## src/rtl/cpu_axi_bridge.sv

```systemverilog
// cpu_axi_bridge: arbitrates the core's inst (fetch, read-only) and data
// (load/store) SRAM-like masters onto a single AXI3 master port.
// At most one read and one write are in flight at any time.
// Constant AXI fields (len, burst, lock, cache, prot, wid, wlast) are tied
// off by the wrapper and do not appear here.
// Optional feature macro: RAW_CHECK_EN -- holds a data read whose word
// address matches the write still in flight, until that write completes.
//
// state   | meaning
// --------+---------------------------------------------------------------
// R_IDLE  | no read in flight; arbitrate data read over inst read
// R_AR    | arvalid high with latched addr/size/id, waiting for arready
// R_DATA  | rready high, waiting for rvalid; data_ok routed by rid
// W_IDLE  | no write in flight; accept a data write
// W_REQ   | awvalid/wvalid high, each dropping after its own handshake
// W_RESP  | bready high (unless a data read returns this cycle), wait bvalid

module cpu_axi_bridge #(
    parameter logic [3:0] ID_INST = 4'd0,
    parameter logic [3:0] ID_DATA = 4'd1
) (
    input  logic        clk,
    input  logic        reset,

    input  logic        inst_req,
    input  logic [1:0]  inst_size,
    input  logic [31:0] inst_addr,
    output logic        inst_addr_ok,
    output logic        inst_data_ok,
    output logic [31:0] inst_rdata,

    input  logic        data_req,
    input  logic        data_wr,
    input  logic [1:0]  data_size,
    input  logic [3:0]  data_wstrb,
    input  logic [31:0] data_addr,
    input  logic [31:0] data_wdata,
    output logic        data_addr_ok,
    output logic        data_data_ok,
    output logic [31:0] data_rdata,

    output logic [3:0]  arid,
    output logic [31:0] araddr,
    output logic [2:0]  arsize,
    output logic        arvalid,
    input  logic        arready,

    input  logic [3:0]  rid,
    input  logic [31:0] rdata,
    input  logic        rvalid,
    output logic        rready,

    output logic [3:0]  awid,
    output logic [31:0] awaddr,
    output logic [2:0]  awsize,
    output logic        awvalid,
    input  logic        awready,

    output logic [31:0] wdata,
    output logic [3:0]  wstrb,
    output logic        wvalid,
    input  logic        wready,

    input  logic        bvalid,
    output logic        bready
);

    typedef enum logic [1:0] {R_IDLE, R_AR, R_DATA} r_state_e;
    typedef enum logic [1:0] {W_IDLE, W_REQ, W_RESP} w_state_e;

    r_state_e    r_state_q, r_state_d;
    logic [31:0] rd_addr_q, rd_addr_d;
    logic [1:0]  rd_size_q, rd_size_d;
    logic [3:0]  rd_id_q,   rd_id_d;

    w_state_e    w_state_q, w_state_d;
    logic        aw_done_q, aw_done_d;
    logic        w_done_q,  w_done_d;
    logic [31:0] wr_addr_q, wr_addr_d;
    logic [1:0]  wr_size_q, wr_size_d;
    logic [3:0]  wr_strb_q, wr_strb_d;
    logic [31:0] wr_data_q, wr_data_d;

    logic data_rd_req;
    logic raw_hold;
    logic rd_data_go;
    logic rd_inst_go;
    logic wr_go;
    logic r_fire;
    logic rd_collide;
    logic b_fire;
    logic aw_hs;
    logic w_hs;

    // Request arbitration and channel handshake decode for the current cycle.
    always_comb begin
        data_rd_req = data_req & ~data_wr;
`ifdef RAW_CHECK_EN
        // Keep program order: a read to the word still being written waits,
        // and the inst master is held off behind it.
        raw_hold = data_rd_req & (w_state_q != W_IDLE) &
                   (data_addr[31:2] == wr_addr_q[31:2]);
`else
        raw_hold = 1'b0;
`endif
        rd_data_go = (r_state_q == R_IDLE) & data_rd_req & ~raw_hold;
        // A pending data read always beats fetch, even while it is held.
        rd_inst_go = (r_state_q == R_IDLE) & inst_req & ~data_rd_req;
        wr_go      = (w_state_q == W_IDLE) & data_req & data_wr;
        r_fire     = (r_state_q == R_DATA) & rvalid;
        // A returning data read takes the single data_data_ok slot first.
        rd_collide = r_fire & (rid == ID_DATA);
        b_fire     = (w_state_q == W_RESP) & bvalid & ~rd_collide;
        aw_hs      = (w_state_q == W_REQ) & ~aw_done_q & awready;
        w_hs       = (w_state_q == W_REQ) & ~w_done_q & wready;
    end

    // Read FSM next state and request latching.
    always_comb begin
        r_state_d = r_state_q;
        rd_addr_d = rd_addr_q;
        rd_size_d = rd_size_q;
        rd_id_d   = rd_id_q;
        case (r_state_q)
            R_IDLE: begin
                if (rd_data_go) begin
                    rd_addr_d = data_addr;
                    rd_size_d = data_size;
                    rd_id_d   = ID_DATA;
                    r_state_d = R_AR;
                end else if (rd_inst_go) begin
                    rd_addr_d = inst_addr;
                    rd_size_d = inst_size;
                    rd_id_d   = ID_INST;
                    r_state_d = R_AR;
                end
            end
            R_AR: begin
                if (arready) r_state_d = R_DATA;
            end
            R_DATA: begin
                if (rvalid) r_state_d = R_IDLE;
            end
            default: r_state_d = R_IDLE;
        endcase
    end

    // Write FSM next state; AW and W complete independently in W_REQ.
    always_comb begin
        w_state_d = w_state_q;
        aw_done_d = aw_done_q;
        w_done_d  = w_done_q;
        wr_addr_d = wr_addr_q;
        wr_size_d = wr_size_q;
        wr_strb_d = wr_strb_q;
        wr_data_d = wr_data_q;
        case (w_state_q)
            W_IDLE: begin
                if (wr_go) begin
                    wr_addr_d = data_addr;
                    wr_size_d = data_size;
                    wr_strb_d = data_wstrb;
                    wr_data_d = data_wdata;
                    aw_done_d = 1'b0;
                    w_done_d  = 1'b0;
                    w_state_d = W_REQ;
                end
            end
            W_REQ: begin
                aw_done_d = aw_done_q | aw_hs;
                w_done_d  = w_done_q | w_hs;
                if (aw_done_d && w_done_d) begin
                    aw_done_d = 1'b0;
                    w_done_d  = 1'b0;
                    w_state_d = W_RESP;
                end
            end
            W_RESP: begin
                if (b_fire) w_state_d = W_IDLE;
            end
            default: w_state_d = W_IDLE;
        endcase
    end

    // State and latched request registers; reset abandons any transaction.
    always_ff @(posedge clk) begin
        if (reset) begin
            r_state_q <= R_IDLE;
            rd_addr_q <= '0;
            rd_size_q <= '0;
            rd_id_q   <= '0;
            w_state_q <= W_IDLE;
            aw_done_q <= 1'b0;
            w_done_q  <= 1'b0;
            wr_addr_q <= '0;
            wr_size_q <= '0;
            wr_strb_q <= '0;
            wr_data_q <= '0;
        end else begin
            r_state_q <= r_state_d;
            rd_addr_q <= rd_addr_d;
            rd_size_q <= rd_size_d;
            rd_id_q   <= rd_id_d;
            w_state_q <= w_state_d;
            aw_done_q <= aw_done_d;
            w_done_q  <= w_done_d;
            wr_addr_q <= wr_addr_d;
            wr_size_q <= wr_size_d;
            wr_strb_q <= wr_strb_d;
            wr_data_q <= wr_data_d;
        end
    end

    // Control outputs are forced low while reset is held.
    assign inst_addr_ok = ~reset & rd_inst_go;
    assign data_addr_ok = ~reset & (rd_data_go | wr_go);
    assign inst_data_ok = ~reset & r_fire & (rid == ID_INST);
    assign data_data_ok = ~reset & (rd_collide | b_fire);
    assign inst_rdata   = rdata;
    assign data_rdata   = rdata;

    assign arid    = rd_id_q;
    assign araddr  = rd_addr_q;
    assign arsize  = {1'b0, rd_size_q};
    assign arvalid = ~reset & (r_state_q == R_AR);
    assign rready  = ~reset & (r_state_q == R_DATA);

    assign awid    = ID_DATA;
    assign awaddr  = wr_addr_q;
    assign awsize  = {1'b0, wr_size_q};
    assign awvalid = ~reset & (w_state_q == W_REQ) & ~aw_done_q;
    assign wdata   = wr_data_q;
    assign wstrb   = wr_strb_q;
    assign wvalid  = ~reset & (w_state_q == W_REQ) & ~w_done_q;
    assign bready  = ~reset & (w_state_q == W_RESP) & ~rd_collide;

endmodule

```

## config.mk

```make
export PLATFORM = sky130hd
export DESIGN_NAME = cpu_axi_bridge
export DESIGN_NICKNAME = d
export VERILOG_FILES = /design/src/rtl/cpu_axi_bridge.sv
export SDC_FILE = /design/constraint.sdc
export NUM_CORES = 1
export LEC_CHECK = 0
export BUFFER_PORTS_ARGS = -buffer_cell sky130_fd_sc_hd__buf_2
export CAP_MARGIN = 20
export CORE_MARGIN = 2
export CORE_UTILIZATION = 28
export CTS_CLUSTER_SIZE = 28
export DETAILED_ROUTE_END_ITERATION = 10
export GPL_ROUTABILITY_DRIVEN = 0
export PLACE_DENSITY = 0.58
export SYNTH_ARGS = -nofsm -noshare
export SYNTH_HDL_FRONTEND = slang
export SYNTH_SLANG_ARGS = --single-unit
```

## constraint.sdc

```tcl
create_clock -name clk -period 1.75 [get_ports clk]
set_clock_uncertainty 0.05 [all_clocks]
set_input_delay 0.525 -clock clk [delete_from_list [all_inputs] [get_ports clk]]
set_output_delay 0.525 -clock clk [all_outputs]
set_load 0.02 [all_outputs]
```

==> key figures <==
Status
  • Status: complete, but fails checks
  • Failing checks: negative setup slack

GRT
  • Initial antenna violation count: 0
  • Vias in the first global route: 4347
  • Largest net degree at the start of global routing: 58
  • Global route total overflow: 0
  • GRT Overall Usage: 15.9%
  • First-pass GRT wire length: 22.7 mm

Floorplanning
  • Core box area: 16600 um^2
  • Ports: 337
  • Die span in x: 134 um
  • Die ar.: 18100 um^2
  • Starting density of the core: 28.7%
  • Row cnt: 47
  • Die Y: 134 um

Pwr
  • Peak VDD IR: 623 uV
  • Cell leakage power: 2.86 nW
  • Pwr Density: 1010 nW/um^2
  • Design Power: 6.34 mW

Finish
  • Final #Nets: 918
  • Design area: 6260 um^2
  • Diode count: 0
  • Fraction of layout cells with a size suffix above 1: 38.7%
  • Synth-to-layout area growth: 31.6%

Worst setup path
  • Critical path class: register to output port
  • Crit path launch type: register
  • FF-to-FF path depth: 7
  • R2r startpoint: r_state_q[0]
  • Reg-to-reg endpoint: araddr[15]
  • Critical path startpoint: r_state_q[0]
  • Critical path capture point type: output port
  • Worst Path Max Fanout: 3
  • CP Data Required Time: 1.17 ns
  • Arr. time, crit path: 1.47 ns
  • R2r setup slk: 0.18 ns

CTS
  • Worst-Skew Late Latency: 0.34 ns
  • Hold-fix buffers, CTS: 0
  • Clock H-tree levels: 3
  • Root Buffer: clkbuf_16
  • TritonCTS clock tree: built
  • CTS Buf Count: 9
  • Clock tree buffer depth: 2
  • Clk sinks: 111
  • CTS clk-pin slew, worst paths: 0.07 ns

Hold path
  • Min-delay src: data_wdata[14]
  • WHS Path Cells: 3
  • Worst Hold Path EP: wdata[14]
  • Worst hold-check path type: input port to register

STA
  • Setup WS post-layout: -0.294 ns
  • RSZ-0062 raised after global routing: true
  • Final setup viols: 6
  • Worst slew pin tran: 0.521 ns
  • Crit share post-route: 117%
  • Hold Fails Final Rpt: 0
  • TNS Setup: -1.10 ns
  • Rel. slew slack: 65.3%
  • Post-layout minimum cycle time: 2.04 ns
  • Max Clk Rate: 489 MHz
  • Min Hold Slack: 0.362 ns
  • Max-slew violations: 0

Detailed routing
  • DRC errors left: 0
  • DR WL/cell: 14.9 um
  • Total Wirelength: 14.8 mm
  • Pre-Repair DR Iteration Count: 4
  • Iter 0 DRT Violations: 176
  • Post-DR vias/cell: 4.58
  • Via count: 4552
  • ANT nets after route: 0

Yosys
  • Synth Instances: 604
  • Avg Cell Area, Syn: 7.88 um^2
  • Synth warnings: 0
  • Synth top area share: 46.7%
  • Ranking of synthesized cells by area: dfxtp_1 47%, buf_4 12%, nand2_1 11%
  • Seq/Total Area, Yosys: 46.7%
  • Synth cell types: 32
  • Synthesized cell area: 4760 um^2
  • Synth Register Bits: 111
  • Cell taking the most area after synthesis: dfxtp_1

Job
  • Max-Cap Viols: 0

Placed design
  • Post-DP Area: 5790 um^2
  • Detailed Place HPWL: 10.7 mm
  • Dpl ws: -0.288 ns
  • Buffers on Ports: 231
cell families after synthesis:
kind of cell	share of synthesized area [%]
other	0.158
AO/OA/AOI/OAI	15.1
AND/OR/NAND/NOR	21.9
buffers and inverters	16.1
flip-flops	46.7
flip-flops by register name, summed over array words and instances, names as in the netlist:
signal and count:
r_state_q 2, wstrb 4, w_done_q 1, awaddr 32, arid 1, wdata 32
araddr 32, rd_size_q 2, w_state_q 2, wr_size_q 2, aw_done_q 1
what timing repair did:
action | in CTS | in global routing
pin swaps | 4 | 1
gates resized for setup | 25 | 7
setup buffers | 3 | 2
endpoints found under the setup margin | 9 | 9
where the power goes:
part           internal [mW]  total [mW]  switching, mW
Clock                   1.34        2.27          0.929
Sequential              2.71        2.80         0.0912
Combinational          0.486        1.27          0.787
area by class of cell:
class	instances	area (um^2)
clock buffer	12	256
tap	220	275
fill	1799	10300
multi-input combinational	382	1930
inverter	3	13.8
clock inverter	4	76.3
timing repair buffer	261	1480
sequential	111	2230
worst max-delay path by stage:
stage               depth (start not counted)           end
finish                                      4  inst_data_ok
global route                                4  inst_data_ok
CTS                                         4  inst_data_ok
detailed placement                          6        bready
global placement                            6        bready
floorplan                                   2  inst_data_ok
cell usage after synthesis:
library cell	count
nand2_1	145
or3_1	1
nand4_1	1
nor3_1	23
a311oi_1	1
clkbuf_1	15
a21oi_1	75
a22o_1	1
and2_1	2
nor2_4	1
buf_2	19
nor2b_1	2
a211o_1	1
dfxtp_1	111
o22ai_1	21
a211oi_1	11
buf_4	74
and3_1	2
a31oi_1	2
a32o_1	1
o211ai_1	2
o21ai_0	12
nand3_1	6
buf_1	4
o21a_1	1
nor4_1	3
buf_6	3
nand2b_1	5
inv_1	3
conb_1	2
nand3b_1	11
nor2_1	43
cell usage in the layout (no fill, tap or decap), types with 4 or more instances in the layout:
master,n
dfxtp_1,108
nand3_1,4
nor3_1,21
clkbuf_16,9
nor2_1,40
buf_2,222
buf_12,4
o21ai_0,12
buf_4,27
a21oi_1,74
a211oi_1,11
nand2_1,144
buf_6,8
o22ai_1,21
nand3b_1,11
conb_1,9
worst max-delay path, stage by stage (launching register included):
cell and delay (ns):
dfxtp_1 0.32, nand2b_4 0.16, or3_4 0.34, nor4_4 0.14
buf_4 0.18
through the flow:
stage,instances,util (%)
2_1_floorplan,611,-
3_3_place_gp,972,34.9
3_5_place_dp,972,34.9
4_1_cts,991,37.5
5_1_grt,993,37.8
6_report,993,37.8
per-layer routing:
layer | up-vias | global-route usage, % | routed length (um)
met5 | - | 0 | 0
met4 | 0 | 6.90 | 406
met3 | 35 | 3.82 | 948
met2 | 166 | 25.7 | 6830
met1 | 2102 | 20.2 | 6620
li1 | 2249 | - | -
Power figures use the tool's default switching activity.
